File: config.mk
export PLATFORM = sky130hd
export DESIGN_NAME = cpu_fetch_queue
export DESIGN_NICKNAME = d
export VERILOG_FILES = /design/src/rtl/cpu_fetch_queue.sv
export SDC_FILE = /design/constraint.sdc
export NUM_CORES = 1
export LEC_CHECK = 0
export CAP_MARGIN = 20
export CORE_MARGIN = 2
export CORE_UTILIZATION = 60
export DETAILED_ROUTE_END_ITERATION = 6
export GPL_ROUTABILITY_DRIVEN = 0
export PLACE_DENSITY = 0.85
export SLEW_MARGIN = 20
export SYNTH_ARGS = -nofsm -noshare
export SYNTH_HDL_FRONTEND = slang
export SYNTH_SLANG_ARGS = --single-unit
File: constraint.sdc
create_clock -name clk -period 6.65 [get_ports clk]
set_input_delay 1.33 -clock clk [delete_from_list [all_inputs] [get_ports clk]]
set_output_delay 1.33 -clock clk [all_outputs]
set_load 0.01 [all_outputs]
File: src/rtl/cpu_fetch_queue.sv
// cpu_fetch_queue
//   Instruction fetch unit: keeps up to MAXOUT in-order reads in flight and
//   buffers returned words with their PCs in a DEPTH-entry queue. A branch
//   redirect flushes the queue and silently drops every response that was
//   still in flight when the redirect was taken.
//
//   Optional feature macro: FETCH_BYPASS_EN
//     When defined, a word that returns while the queue is empty, with nothing
//     to discard and no redirect, is presented to decode in the same cycle. If
//     decode takes it, the word never enters the queue.
//
// Ports
//   clk, reset        clock, asynchronous active-high reset
//   ins_rd_addr/req   fetch request (addr valid while req=1)
//   ins_rd_ack        request accepted (req&ack = issue)
//   ins_rd_data/rdy   in-order read response
//   de_ir/de_pc       queue head word and its address
//   de_valid/ready    head valid / decode consumes head
//   br_valid/br_tgt   redirect request and target
module cpu_fetch_queue #(
   parameter int AWIDTH   = 16,
   parameter int DWIDTH   = 16,
   parameter int DEPTH    = 4,
   parameter int MAXOUT   = 2,
   parameter int RESET_PC = 0
) (
   input  logic              clk,
   input  logic              reset,
   output logic [AWIDTH-1:0] ins_rd_addr,
   output logic              ins_rd_req,
   input  logic              ins_rd_ack,
   input  logic [DWIDTH-1:0] ins_rd_data,
   input  logic              ins_rd_rdy,
   output logic [DWIDTH-1:0] de_ir,
   output logic [AWIDTH-1:0] de_pc,
   output logic              de_valid,
   input  logic              de_ready,
   input  logic              br_valid,
   input  logic [AWIDTH-1:0] br_tgt
);

   localparam int PW = $clog2(DEPTH);
   localparam int IW = $clog2(MAXOUT + 1);
   localparam int CW = PW + IW + 2;

   logic [AWIDTH-1:0] fetch_pc, resp_pc;
   logic [PW:0]       wr_ptr, rd_ptr, count;
   logic [IW-1:0]     inflight, discard;
   logic [CW-1:0]     credit_used;

   logic [DWIDTH-1:0] mem_ir [DEPTH];
   logic [AWIDTH-1:0] mem_pc [DEPTH];
   logic [DWIDTH-1:0] hold_ir;
   logic [AWIDTH-1:0] hold_pc;

   logic q_empty, issue, rsp_live, rsp_keep, byp, byp_take, push, pop;

   // Pointers carry a wrap bit, so the difference is the occupancy 0..DEPTH.
   assign count   = wr_ptr - rd_ptr;
   assign q_empty = (count == '0);

   // Every live read (in flight and not being discarded) owns a queue slot,
   // so a response can always be pushed without checking for full.
   assign credit_used = CW'(count) + CW'(inflight) - CW'(discard);

   assign ins_rd_addr = fetch_pc;
   assign ins_rd_req  = ~reset & ~br_valid & (inflight < IW'(MAXOUT)) &
                        (credit_used < CW'(DEPTH));
   assign issue       = ins_rd_req & ins_rd_ack;

   // A response with nothing in flight is illegal; it is ignored here.
   assign rsp_live = ins_rd_rdy & (inflight != '0);
   assign rsp_keep = rsp_live & (discard == '0);

`ifdef FETCH_BYPASS_EN
   assign byp      = ~reset & q_empty & (discard == '0) & ~br_valid & rsp_live;
   assign de_valid = ~q_empty | byp;
   assign de_ir    = ~q_empty ? mem_ir[rd_ptr[PW-1:0]] : (byp ? ins_rd_data : hold_ir);
   assign de_pc    = ~q_empty ? mem_pc[rd_ptr[PW-1:0]] : (byp ? resp_pc     : hold_pc);
`else
   assign byp      = 1'b0;
   assign de_valid = ~q_empty;
   assign de_ir    = ~q_empty ? mem_ir[rd_ptr[PW-1:0]] : hold_ir;
   assign de_pc    = ~q_empty ? mem_pc[rd_ptr[PW-1:0]] : hold_pc;
`endif

   // A bypassed word taken by decode is consumed without occupying a slot.
   assign byp_take = byp & de_ready;
   assign push     = rsp_keep & ~byp_take & ~br_valid;
   assign pop      = ~q_empty & de_ready & ~br_valid;

   always_ff @(posedge clk or posedge reset) begin
      if (reset) begin
         fetch_pc <= AWIDTH'(RESET_PC);
         resp_pc  <= AWIDTH'(RESET_PC);
         wr_ptr   <= '0;
         rd_ptr   <= '0;
         inflight <= '0;
         discard  <= '0;
         hold_ir  <= '0;
         hold_pc  <= '0;
      end else begin
         // Head value is remembered so it stays visible after the queue drains.
         if (de_valid) begin
            hold_ir <= de_ir;
            hold_pc <= de_pc;
         end
         if (br_valid) begin
            // Every read still outstanding after this edge is stale.
            wr_ptr   <= '0;
            rd_ptr   <= '0;
            fetch_pc <= br_tgt;
            resp_pc  <= br_tgt;
            inflight <= inflight - IW'(rsp_live);
            discard  <= inflight - IW'(rsp_live);
         end else begin
            if (issue)    fetch_pc <= fetch_pc + 1'b1;
            if (rsp_keep) resp_pc  <= resp_pc + 1'b1;
            if (push)     wr_ptr   <= wr_ptr + 1'b1;
            if (pop)      rd_ptr   <= rd_ptr + 1'b1;
            inflight <= inflight + IW'(issue) - IW'(rsp_live);
            if (rsp_live && discard != '0) discard <= discard - 1'b1;
         end
      end
   end

   // Queue storage needs no reset: entries are only visible while counted.
   always_ff @(posedge clk) begin
      if (push) begin
         mem_ir[wr_ptr[PW-1:0]] <= ins_rd_data;
         mem_pc[wr_ptr[PW-1:0]] <= resp_pc;
      end
   end

   rdy_protocol: assert property (@(posedge clk) disable iff (reset)
      !(ins_rd_rdy && inflight == '0));

endmodule

==> metrics.md <==
| Metric | Value |
|---|---|
| Outcome | complete, no violations |
| EDFF count, synth | 128 |
| Commonest non-fill, non-tap cell in the layout | edfxtp_1 |
| Largest net degree at the start of global routing | 68 |
| Gate count of the mapped netlist | 552 |
| Vias per inst | 6.04 |
| Cell count of the worst hold path | 1 |
| Clock sink count | 202 |
| Hpwl dp | 10400 um |
| Post-CTS Setup Bufs | 0 |
| Final setup TNS | 0 ps |
| Initial antenna violation count | 0 |
| Dpl cells | 808 |
| Final hold violation count | 0 |
| Final setup fails | 0 |
| CTS tree | built |
| Placed Instance Area | 9870 sq um |
| CTS resizes | 0 |
| Drt drc | 0 |
| Antenna violation net count after detailed routing | 0 |
| CTS Buf Count | 20 |
| Crit path max fanout | 5 |
| Req. time, crit path | 5320 ps |
| Fin nets | 703 |
| Final wirelength | 17300 um |
| Worst R2R Setup Slack | 2270 ps |
| Hold WC Path Type | register to register |
| Asr flop ratio synth | 0.366 |
| Leakage | 3.78 nW |
| Pwr dens | 464 nW/um^2 |
| Netlist cell types | 50 |
| Critical path data arrival time | 3970 ps |
| Post-route insts no fill | 845 |
| Largest area contributor in the netlist | edfxtp_1 |
| Synth Warn # | 0 |
| CP Capture Type | output port |
| Routed via count | 5106 |
| Layout cell share with drive strength beyond 1 | 0.224 |
| Tightest Pin Transition | 907 ps |
| First-pass GRT wire length | 28300 um |
| Grt ovf | 0 |
| Clock Path Buffers | 3 |
| Max-cap violations | 0 |
| Ports | 88 |
| Top FF cell, synth | edfxtp_1 |
| CTS root buffer | clkbuf_16 |
| GRT Util Overall | 0.227 |
| Antenna diodes | 0 |
| Avg Inst Size Synth | 15.9 sq um |
| Die X | 125 um |
| Port bufs | 87 |
| Router iterations before antenna repair | 5 |
| Period Utilization, post-route | 0.796 |
| DR iter-0 viols | 405 |
| Area contributors post-synth | edfxtp_1 (44%), dfrtp_1 (21%), mux2_2 (8.7%), mux4_2 (8.2%), ha_1 (2.3%) |
| Initial core utilization | 0.610 |
| R2r worst-path depth | 16 |
| Hold Startpoint | hold_ir[4] |
| Post-CTS Hold Buffers | 0 |
| Later-pin clock latency in the skew report | 490 ps |
| CP startpoint kind | register |
| FMAX | 0.189 GHz |
| Cell area after layout | 10500 sq um |
| Full die area | 15600 sq um |
| Yosys reg bits | 202 |
| Most frequent cells in the layout | edfxtp_1 (128), clkdlybuf4s50_1 (87), dfrtp_1 (73) |
| Clk slew on worst S/H paths | 60 ps |
| Slew Limit Headroom | 0.390 |
| Final min period | 5300 ps |
| Kind of critical path | register to output port |
| Core footprint | 14400 sq um |
| Synth Cell Area | 8800 sq um |
| Peak VDD IR | 0.431 mV |
| Syn_nets | 608 |
| Hold Crit Endpoint | hold_ir[4] |
| Seq/Total Area, Yosys | 0.647 |
| Synth-to-Final Area Change | 19.7% |
| Max H-tree Level | 1 |
| # rows | 44 |
| Vias in the first global route | 5525 |
| Share of the synthesized area in the top cell type | 0.437 |
| RR Endpoint | inflight[1] |
| Launching point of the worst reg2reg path | wr_ptr[0] |
| Slew Limit Fails | 0 |
| RSZ-0062 raised after global routing | false |
| Die Y | 125 um |
| Clock skew | 11.1 ps |
| Routed WL per cell | 20.5 um |
[cells in the mapped netlist, drive strengths merged (2+ instances only)]
master  instances
a21boi          7
nor3b           3
and3            7
nand3          10
clkbuf         11
nor3           13
a21o            4
ha             16
o31ai           4
nor4            2
a21oi           8
o21ai           7
fa              2
and2            6
nand2b          6
or4             2
dfrtp          74
nand2          18
mux4           32
edfxtp        128
nor2           22
xnor2          11
o31a            5
inv            22
and4            5
nand4           6
o211ai          2
or3             2
xor2           12
mux2           68
buf            13
a221oi          4
a31oi           8
[metal layers]
metal	routed length (um)	track usage	vias up
met5	0	0	-
met4	298	0.0699	0
met3	1010	0.0351	24
met2	8970	0.395	187
met1	7060	0.297	2594
li1	-	-	2301
[worst max path at each step]
| stage | from | endpoint | cells after the start |
|---|---|---|---|
| 6_report | wr_ptr[0] | ins_rd_req | 10 |
| 5_1_grt | wr_ptr[0] | ins_rd_req | 10 |
| 4_1_cts | wr_ptr[0] | ins_rd_req | 10 |
| 3_5_place_dp | wr_ptr[0] | ins_rd_req | 10 |
| 3_3_place_gp | wr_ptr[0] | ins_rd_req | 10 |
| 2_1_floorplan | rd_ptr[1] | ins_rd_req | 10 |
[kinds of logic after synthesis]
family                     count (synthesis)  synth area share
buffers and inverters                     46            0.0206
and+or+nand+nor                          105            0.0636
adders and majority gates                 18            0.0273
muxes                                    101             0.170
xor gates and xnor gates                  24            0.0257
DFF                                      202             0.647
AOI/OAI and AO/OA                         56            0.0454
[worst max-delay path: stages, from the launching register on]
cell	delay [ps]
dfrtp_1	410
inv_1	150
ha_1	160
inv_1	40
fa_1	510
fa_1	420
ha_1	320
and4bb_2	230
or3_1	430
a22oi_1	230
clkdlybuf4s50_1	570
[per-stage QoR]
step                       util  setup WS (ps)  hold WS (ps)  power (mW)
after global routing      0.730           1180           520        5.13
after CTS                 0.730           1350           508        4.92
after global placement    0.684           1930           485        3.68
after floorplan               -           2130           477        3.02
final                     0.730           1350           503        4.88
after detailed placement  0.684           1890           495        3.77
[sequential cells by signal, indices dropped and copies added, names as in the netlist]
signal	cells
hold_pc	16
hold_ir	16
resp_pc	16
rd_ptr	3
mem_ir	64
discard	2
inflight	2
ins_rd_addr	16
mem_pc	64
wr_ptr	3
[area by class of cell]
type,count,area [sq um]
Sequential cell,202,5700
Fill cell,894,3890
Multi-Input combinational cell,304,2920
Timing Repair Buffer,97,943
Clock buffer,27,558
Tap cell,184,230
Clock inverter,9,96.3
Inverter,22,82.6
[where the power goes]
group          total (mW)  internal [mW]  switching [mW]
clock network        1.12          0.668           0.454
registers            1.65           1.53           0.115
logic                2.12           1.20           0.914
Power figures use the tool's default switching activity.
